===== config.mk =====
export PLATFORM = sky130hd
export DESIGN_NAME = neuron_seq_mac
export DESIGN_NICKNAME = d
export VERILOG_FILES = /design/src/rtl/neuron_seq_mac.sv
export SDC_FILE = /design/constraint.sdc
export NUM_CORES = 2
export LEC_CHECK = 0
export ABC_AREA = 0
export CAP_MARGIN = 20
export CORE_UTILIZATION = 63
export DETAILED_ROUTE_END_ITERATION = 12
export GPL_ROUTABILITY_DRIVEN = 0
export MAX_ROUTING_LAYER = met4
export PLACE_DENSITY_LB_ADDON = 0.25
export SLEW_MARGIN = 10
export SYNTH_ARGS = -nofsm -noshare
export SYNTH_HDL_FRONTEND = slang
export SYNTH_SLANG_ARGS = --single-unit

===== constraint.sdc =====
create_clock -name clk -period 12.65 [get_ports clk]
set_input_delay 2.53 -clock clk [delete_from_list [all_inputs] [get_ports clk]]
set_output_delay 2.53 -clock clk [all_outputs]
set_load 0.03 [all_outputs]

===== src/rtl/neuron_seq_mac.sv =====
// Time-multiplexed neuron: one shared signed multiplier accumulates
// sum(in[k]*w[k]) + bias over N_IN cycles, then applies either a
// piecewise-linear (PLAN) sigmoid or a step activation.
//
// state | meaning
// ------+-----------------------------------------------------------
// IDLE  | in_ready high, waiting for an input transaction
// MAC   | one product per cycle accumulated, idx walks 0..N_IN-1
// ACT   | activation evaluated on the final sum, outputs registered
// DONE  | result held on out_* until the consumer takes it
module neuron_seq_mac #(
    parameter int N_IN   = 7,
    parameter int IN_W   = 17,
    parameter int FRAC_W = 8,
    parameter int BIAS_W = 24,
    parameter int OUT_W  = 8,
    localparam int ACC_W = 2*IN_W + $clog2(N_IN+1) + 1
) (
    input  logic                     clk,
    input  logic                     rst_n,
    input  logic                     in_valid,
    output logic                     in_ready,
    input  logic [N_IN*IN_W-1:0]     in_vec,
    input  logic [N_IN*IN_W-1:0]     w_vec,
    input  logic signed [BIAS_W-1:0] bias,
    input  logic                     act_sel,
    output logic                     out_valid,
    input  logic                     out_ready,
    output logic [OUT_W-1:0]         out_act,
    output logic signed [ACC_W-1:0]  out_sum
);

    localparam int F     = 2*FRAC_W;
    localparam int IDX_W = (N_IN > 1) ? $clog2(N_IN) : 1;
    localparam logic [IDX_W-1:0] LAST_IDX = IDX_W'(N_IN-1);

    // Sigmoid breakpoints and offsets in units of 2^-F
    localparam logic [ACC_W-1:0] ONE_C  = ACC_W'(1) << F;
    localparam logic [ACC_W-1:0] HALF_C = ONE_C >> 1;
    localparam logic [ACC_W-1:0] T2_C   = (ONE_C * ACC_W'(19)) >> 3;
    localparam logic [ACC_W-1:0] FIVE_C = ONE_C * ACC_W'(5);
    localparam logic [ACC_W-1:0] OFS2_C = (ONE_C * ACC_W'(5)) >> 3;
    localparam logic [ACC_W-1:0] OFS3_C = (ONE_C * ACC_W'(27)) >> 5;
    localparam logic [ACC_W-1:0] SAT_C  = (ACC_W'(1) << OUT_W) - ACC_W'(1);

    typedef enum logic [1:0] {S_IDLE, S_MAC, S_ACT, S_DONE} state_t;

    state_t                   state_q, state_d;
    logic                     in_ready_q, in_ready_d;
    logic                     out_valid_q, out_valid_d;
    logic                     act_sel_q, act_sel_d;
    logic [IDX_W-1:0]         idx_q, idx_d;
    logic signed [ACC_W-1:0]  acc_q, acc_d;
    logic [N_IN*IN_W-1:0]     in_vec_q, in_vec_d;
    logic [N_IN*IN_W-1:0]     w_vec_q, w_vec_d;
    logic [OUT_W-1:0]         out_act_q, out_act_d;
    logic signed [ACC_W-1:0]  out_sum_q, out_sum_d;

    logic signed [IN_W-1:0]   op_a, op_b;
    logic signed [2*IN_W-1:0] prod;
    logic signed [ACC_W-1:0]  prod_ext, bias_ext;

    logic                     acc_neg, acc_pos;
    logic [ACC_W-1:0]         acc_u, mag, y_pos, y, y_sh;
    logic [OUT_W-1:0]         act_sig, act_val;

    assign op_a     = in_vec_q[int'(idx_q)*IN_W +: IN_W];
    assign op_b     = w_vec_q[int'(idx_q)*IN_W +: IN_W];
    assign prod     = (2*IN_W)'(op_a) * (2*IN_W)'(op_b);
    assign prod_ext = ACC_W'(prod);
    assign bias_ext = ACC_W'(bias);

    // Activation of the current accumulator; magnitude is taken in ACC_W
    // unsigned bits so the most negative sum still has a valid |acc|.
    always_comb begin
        acc_u   = acc_q;
        acc_neg = acc_q[ACC_W-1];
        acc_pos = !acc_neg && (acc_q != '0);
        mag     = acc_neg ? (~acc_u + ACC_W'(1)) : acc_u;
        if (mag < ONE_C)       y_pos = (mag >> 2) + HALF_C;
        else if (mag < T2_C)   y_pos = (mag >> 3) + OFS2_C;
        else if (mag < FIVE_C) y_pos = (mag >> 5) + OFS3_C;
        else                   y_pos = ONE_C;
        y       = acc_neg ? (ONE_C - y_pos) : y_pos;
        y_sh    = y >> (F - OUT_W);
        act_sig = (y_sh > SAT_C) ? {OUT_W{1'b1}} : y_sh[OUT_W-1:0];
        act_val = act_sel_q ? (acc_pos ? {OUT_W{1'b1}} : {OUT_W{1'b0}}) : act_sig;
    end

    // Next-state and datapath updates for the sequencing FSM
    always_comb begin
        state_d     = state_q;
        in_ready_d  = in_ready_q;
        out_valid_d = out_valid_q;
        act_sel_d   = act_sel_q;
        idx_d       = idx_q;
        acc_d       = acc_q;
        in_vec_d    = in_vec_q;
        w_vec_d     = w_vec_q;
        out_act_d   = out_act_q;
        out_sum_d   = out_sum_q;
        case (state_q)
            S_IDLE: begin
                in_ready_d = 1'b1;
                if (in_valid && in_ready_q) begin
                    in_vec_d   = in_vec;
                    w_vec_d    = w_vec;
                    act_sel_d  = act_sel;
                    acc_d      = bias_ext;
                    idx_d      = '0;
                    in_ready_d = 1'b0;
                    state_d    = S_MAC;
                end
            end
            S_MAC: begin
                acc_d = acc_q + prod_ext;
                idx_d = idx_q + IDX_W'(1);
                if (idx_q == LAST_IDX) begin
                    idx_d   = '0;
                    state_d = S_ACT;
                end
            end
            S_ACT: begin
                out_sum_d   = acc_q;
                out_act_d   = act_val;
                out_valid_d = 1'b1;
                state_d     = S_DONE;
            end
            S_DONE: begin
                if (out_ready) begin
                    out_valid_d = 1'b0;
                    in_ready_d  = 1'b1;
                    state_d     = S_IDLE;
                end
            end
            default: state_d = S_IDLE;
        endcase
    end

    // State and datapath registers; reset discards any transaction in flight
    always_ff @(posedge clk or negedge rst_n) begin
        if (!rst_n) begin
            state_q     <= S_IDLE;
            in_ready_q  <= 1'b0;
            out_valid_q <= 1'b0;
            act_sel_q   <= 1'b0;
            idx_q       <= '0;
            acc_q       <= '0;
            in_vec_q    <= '0;
            w_vec_q     <= '0;
            out_act_q   <= '0;
            out_sum_q   <= '0;
        end else begin
            state_q     <= state_d;
            in_ready_q  <= in_ready_d;
            out_valid_q <= out_valid_d;
            act_sel_q   <= act_sel_d;
            idx_q       <= idx_d;
            acc_q       <= acc_d;
            in_vec_q    <= in_vec_d;
            w_vec_q     <= w_vec_d;
            out_act_q   <= out_act_d;
            out_sum_q   <= out_sum_d;
        end
    end

    assign in_ready  = in_ready_q;
    assign out_valid = out_valid_q;
    assign out_act   = out_act_q;
    assign out_sum   = out_sum_q;

endmodule


==> flow_summary.html <==
<table>
<tr><th>Metric</th><th>Value</th></tr>
<tr><th colspan="2">Outcome</th></tr>
<tr><td>Run status</td><td>finished, final reports clean</td></tr>
<tr><th colspan="2">Die</th></tr>
<tr><td>Placeable Area</td><td>roughly 45000 um2</td></tr>
<tr><td>Total Die Area</td><td>between 40000 and 50000 um2</td></tr>
<tr><td>Placement row count</td><td>78</td></tr>
<tr><td>Die width</td><td>about 220 um</td></tr>
<tr><td>I/O pin count</td><td>approximately 320</td></tr>
<tr><td>Initial core utilization</td><td>0.639</td></tr>
<tr><td>Die height</td><td>217 um</td></tr>
<tr><th colspan="2">STA</th></tr>
<tr><td>Clock period minus final worst setup slack</td><td>9.34 ns</td></tr>
<tr><td>Max Clock Skew</td><td>between 0.03 and 0.04 ns</td></tr>
<tr><td>Ratio of final minimum period to clock period</td><td>0.739</td></tr>
<tr><td>Final-report hold violation count</td><td>0</td></tr>
<tr><td>Achievable clock frequency</td><td>107 MHz</td></tr>
<tr><td>Total negative slack</td><td>0 ns</td></tr>
<tr><td>Final setup fails</td><td>0</td></tr>
<tr><td>Worst slew margin relative to its limit</td><td>0.167</td></tr>
<tr><td>Setup repair after global routing missed its margin</td><td>no</td></tr>
<tr><td>Pins Over Slew Limit</td><td>0</td></tr>
<tr><td>Transition time at the pin with the least slew margin</td><td>approximately 1.2 ns</td></tr>
<tr><th colspan="2">Global routing</th></tr>
<tr><td>Antenna violations before repair</td><td>1</td></tr>
<tr><td>Total global routing track utilization</td><td>0.379</td></tr>
<tr><td>M2 GR Usage</td><td>0.604</td></tr>
<tr><td>First-pass GRT wire length</td><td>about 130 mm</td></tr>
<tr><td>Maximum number of pins on one net before global-route repair</td><td>about 120</td></tr>
<tr><td>Global-route congestion overflow total</td><td>0</td></tr>
<tr><td>Number of global-route vias before repair</td><td>25600</td></tr>
<tr><td>Gr busiest metal</td><td>met2</td></tr>
<tr><td>GRT met3 Usage</td><td>0.0686</td></tr>
<tr><td>GR Util met1</td><td>0.469</td></tr>
<tr><th colspan="2">Synth</th></tr>
<tr><td>Yosys top cell area share</td><td>0.284</td></tr>
<tr><td>Area fraction in compound gates after synthesis</td><td>0.0766</td></tr>
<tr><td>Post-synthesis instance area</td><td>around 29000 um2</td></tr>
<tr><td>Async S/R FF share, synth</td><td>1.00</td></tr>
<tr><td>Gate count after technology mapping</td><td>about 3200</td></tr>
<tr><td>Total of flip-flops plus latches after synthesis</td><td>between 300 and 400</td></tr>
<tr><td>Mean area per synthesized cell</td><td>around 9 um2</td></tr>
<tr><td>Multiplexer fraction of the synthesized cell area</td><td>0.0606</td></tr>
<tr><td>Seq/Total Area, Yosys</td><td>0.284</td></tr>
<tr><td>Count of cell types in the netlist</td><td>91</td></tr>
<tr><td>Top cells by count, synth</td><td>sky130_fd_sc_hd__nand2_1 (941), sky130_fd_sc_hd__inv_1 (436), sky130_fd_sc_hd__fa_1 (365)</td></tr>
<tr><td>Number of synthesis warnings</td><td>0</td></tr>
<tr><td>Number of enable flip-flop cells after synthesis</td><td>0</td></tr>
<tr><td>Dominant combinational cell family by area after synthesis</td><td>adder cells</td></tr>
<tr><td>Adder and majority cell fraction of the synthesized area</td><td>0.303</td></tr>
<tr><td>Fraction of synthesized cell area in xor and xnor cells</td><td>0.0157</td></tr>
<tr><td>Biggest area contributors in the synthesized netlist</td><td>sky130_fd_sc_hd__dfrtp_1 (28%), sky130_fd_sc_hd__fa_1 (25%), sky130_fd_sc_hd__nand2_1 (12%), sky130_fd_sc_hd__inv_1 (5.6%), sky130_fd_sc_hd__ha_1 (5.2%)</td></tr>
<tr><td>Leading area contributor after synthesis</td><td>sky130_fd_sc_hd__dfrtp_1</td></tr>
<tr><td>Basic-gate share of the synthesized area counting and, or, nand and nor cells</td><td>0.182</td></tr>
<tr><td>Top_reg_cell synth</td><td>sky130_fd_sc_hd__dfrtp_1</td></tr>
<tr><td>Cell with the most instances after synthesis</td><td>sky130_fd_sc_hd__nand2_1</td></tr>
<tr><td>Net count after synthesis</td><td>3978</td></tr>
<tr><th colspan="2">Routing</th></tr>
<tr><td>Post-detailed-route via-to-cell ratio</td><td>5.96</td></tr>
<tr><td>Residual DRC</td><td>0</td></tr>
<tr><td>Total via count after detailed routing</td><td>about 24000</td></tr>
<tr><td>First-pass iteration count of the detailed router</td><td>10</td></tr>
<tr><td>Detailed-route wire length per cell</td><td>around 20 um</td></tr>
<tr><td>Total detailed-routing wirelength</td><td>about 83 mm</td></tr>
<tr><td>Remaining antenna violation count after routing</td><td>0</td></tr>
<tr><td>Number of violations reported at the end of detailed-routing iteration 0</td><td>slightly below 3000</td></tr>
<tr><th colspan="2">Worst setup path</th></tr>
<tr><td>Setup CP Type</td><td>reg2reg</td></tr>
<tr><td>Critical path endpoint</td><td>acc_q[34]</td></tr>
<tr><td>Terminus of the critical flop-to-flop path</td><td>acc_q[34]</td></tr>
<tr><td>FF-to-FF Start</td><td>idx_q[0]</td></tr>
<tr><td>Peak fanout along the critical path</td><td>between 40 and 50</td></tr>
<tr><td>Endpoint arrival time on the critical path</td><td>9.84 ns</td></tr>
<tr><td>Startpoint class of the critical path</td><td>register</td></tr>
<tr><td>Crit end category</td><td>register</td></tr>
<tr><td>Launching instance or port of the critical path</td><td>idx_q[0]</td></tr>
<tr><td>Required time of the critical path</td><td>13.15 ns</td></tr>
<tr><td>Internal reg-to-reg setup slack</td><td>approximately 3.3 ns</td></tr>
<tr><td>Number of cells on the worst reg-to-reg path</td><td>27</td></tr>
<tr><th colspan="2">CTS</th></tr>
<tr><td>Clock root buffer</td><td>sky130_fd_sc_hd__clkbuf_16</td></tr>
<tr><td>Post-CTS sizing</td><td>0</td></tr>
<tr><td>Post-CTS setup-driven buffer insertion count</td><td>0</td></tr>
<tr><td>Insertion delay of the later-clocked pin in the worst-skew pair</td><td>about 0.58 ns</td></tr>
<tr><td>Clock tree from TritonCTS</td><td>done</td></tr>
<tr><td>Count of clock tree sinks</td><td>330</td></tr>
<tr><td>CTS Buf Count</td><td>38</td></tr>
<tr><td>Maximum level of the CTS H-tree</td><td>2</td></tr>
<tr><td>Clock slew at the register clock pins of the worst setup and hold paths</td><td>approximately 0.07 ns</td></tr>
<tr><td>Maximum buffer depth of the clock tree</td><td>3</td></tr>
<tr><td>Hold bufs inserted after CTS</td><td>0</td></tr>
<tr><th colspan="2">Cells and area</th></tr>
<tr><td>Final net count</td><td>around 4200</td></tr>
<tr><td>Area Overhead vs Synth</td><td>16.6%</td></tr>
<tr><td>Cell area after layout</td><td>33900 um2</td></tr>
<tr><td>Fraction of final layout cells sized beyond drive strength 1</td><td>0.0608</td></tr>
<tr><td>Post-Layout Cell Count</td><td>between 4000 and 5000</td></tr>
<tr><th colspan="2">Run</th></tr>
<tr><td>Reported max-cap violation count</td><td>0</td></tr>
<tr><th colspan="2">Place</th></tr>
<tr><td>DP HPWL</td><td>~63 mm</td></tr>
<tr><td>Placed Area</td><td>32600 um2</td></tr>
<tr><td>Buffers added on ports</td><td>around 310</td></tr>
<tr><td>Post-Place Cells</td><td>4020</td></tr>
<tr><th colspan="2">Hold path</th></tr>
<tr><td>Min-delay worst type</td><td>reg2reg</td></tr>
</table>
-- placed cells by master, fill, tap and decap left out, types with 5 or more instances in the layout --
master,Yosys,layout
sky130_fd_sc_hd__xnor2_1,32,32
sky130_fd_sc_hd__or4_1,7,7
sky130_fd_sc_hd__a31oi_1,12,12
sky130_fd_sc_hd__nor2b_1,10,9
sky130_fd_sc_hd__nand4_1,8,8
sky130_fd_sc_hd__ha_1,121,120
sky130_fd_sc_hd__xor2_1,20,20
sky130_fd_sc_hd__nand2b_1,9,9
sky130_fd_sc_hd__mux2i_1,54,54
sky130_fd_sc_hd__clkbuf_8,3,5
sky130_fd_sc_hd__nand2_1,941,941
sky130_fd_sc_hd__mux4_2,34,34
sky130_fd_sc_hd__clkdlybuf4s50_1,0,313
sky130_fd_sc_hd__o21bai_1,6,6
sky130_fd_sc_hd__clkbuf_16,0,38
sky130_fd_sc_hd__o211ai_1,10,10
sky130_fd_sc_hd__dfrtp_1,330,327
sky130_fd_sc_hd__a21o_1,34,34
sky130_fd_sc_hd__nor3_1,30,30
sky130_fd_sc_hd__o21a_1,12,11
sky130_fd_sc_hd__nand3_1,22,21
sky130_fd_sc_hd__mux2_2,39,39
sky130_fd_sc_hd__nor2_1,225,225
sky130_fd_sc_hd__fa_1,365,365
sky130_fd_sc_hd__a21oi_1,110,109
sky130_fd_sc_hd__o22ai_1,6,6
sky130_fd_sc_hd__clkinv_2,0,5
sky130_fd_sc_hd__clkbuf_1,116,7
sky130_fd_sc_hd__clkinvlp_4,0,5
sky130_fd_sc_hd__a22oi_1,7,7
sky130_fd_sc_hd__inv_1,436,436
sky130_fd_sc_hd__buf_4,0,29
sky130_fd_sc_hd__nor4_1,6,6
sky130_fd_sc_hd__a211oi_1,13,13
sky130_fd_sc_hd__o21ai_0,66,65
sky130_fd_sc_hd__and2_1,11,11
-- kinds of logic after synthesis --
family / after synthesis
adder cells (fa/ha/maj): 486
AND/OR/NAND/NOR: 1305
buffers and inverters: 585
flip-flops: 330
AO/OA/AOI/OAI: 339
XOR/XNOR: 52
multiplexers: 128
-- stage by stage --
step / hold WS [ns] / util / worst slack (ns)
after global routing: 0.490 / 0.745 / 2.65
final: 0.470 / 0.745 / 3.31
after floorplan: 0.440 / - / 4.42
after global placement: 0.452 / 0.717 / 3.50
after detailed placement: 0.457 / 0.717 / 3.20
after CTS: 0.471 / 0.742 / 3.16
-- how the worst min path moves through the flow --
stage | startpoint | end | slack, ns | cells after the start
after global placement | in_vec_q[37] | in_vec_q[37] | 0.45 | 2
after CTS | in_vec_q[42] | in_vec_q[42] | 0.47 | 2
after detailed placement | in_vec_q[36] | in_vec_q[36] | 0.46 | 2
after global routing | w_vec_q[93] | w_vec_q[93] | 0.49 | 2
after floorplan | in_vec_q[34] | in_vec_q[34] | 0.44 | 2
final | in_vec_q[36] | in_vec_q[36] | 0.47 | 2
-- state kept, by name (all words and copies together) (netlist names) --
| signal | count |
|---|---|
| in_ready | 1 |
| out_sum | 38 |
| w_vec_q | 119 |
| out_act | 8 |
| act_sel_q | 1 |
| state_q | 2 |
| acc_q | 38 |
| out_valid | 1 |
| in_vec_q | 119 |
| idx_q | 3 |
-- layout make-up --
class	count	area [um2]
clock inverters	13	110
diodes	1	2.50
fillers	3214	11600
repair buffers	348	3490
clock buffers	50	1050
inverters	437	1640
flip-flops and latches	330	8270
well taps	600	751
multi-input cells	2310	18600
-- layer usage --
metal / share of wire / wire, um
met5: 0 / 0
met3: 0.094 / 7850
met2: 0.49 / 40500
met4: 0.057 / 4770
met1: 0.36 / 30300
-- critical path, stage by stage, from the launching register on --
cell	delay (ns)
sky130_fd_sc_hd__dfrtp_4	0.84
sky130_fd_sc_hd__buf_4	0.57
sky130_fd_sc_hd__mux4_2	0.33
sky130_fd_sc_hd__nor2_1	0.07
sky130_fd_sc_hd__a21oi_1	0.77
sky130_fd_sc_hd__nand2_1	0.32
sky130_fd_sc_hd__fa_1	0.56
sky130_fd_sc_hd__inv_1	0.14
sky130_fd_sc_hd__fa_1	0.90
sky130_fd_sc_hd__inv_1	0.14
sky130_fd_sc_hd__fa_1	0.57
sky130_fd_sc_hd__inv_1	0.05
sky130_fd_sc_hd__fa_1	0.48
sky130_fd_sc_hd__inv_1	0.06
sky130_fd_sc_hd__fa_1	0.52
sky130_fd_sc_hd__fa_1	0.55
sky130_fd_sc_hd__inv_1	0.04
sky130_fd_sc_hd__ha_1	0.42
sky130_fd_sc_hd__nand3_1	0.14
sky130_fd_sc_hd__nor2_1	0.11
sky130_fd_sc_hd__o311ai_0	0.15
sky130_fd_sc_hd__a31oi_1	0.29
sky130_fd_sc_hd__o21a_1	0.17
sky130_fd_sc_hd__o21ai_0	0.13
sky130_fd_sc_hd__nand3_1	0.13
sky130_fd_sc_hd__nand4_1	0.16
sky130_fd_sc_hd__or3b_2	0.48
sky130_fd_sc_hd__a31oi_1	0.17
Power is not shown: default switching activity piles up to over one toggle a cycle in this logic, so the estimate is an artifact.
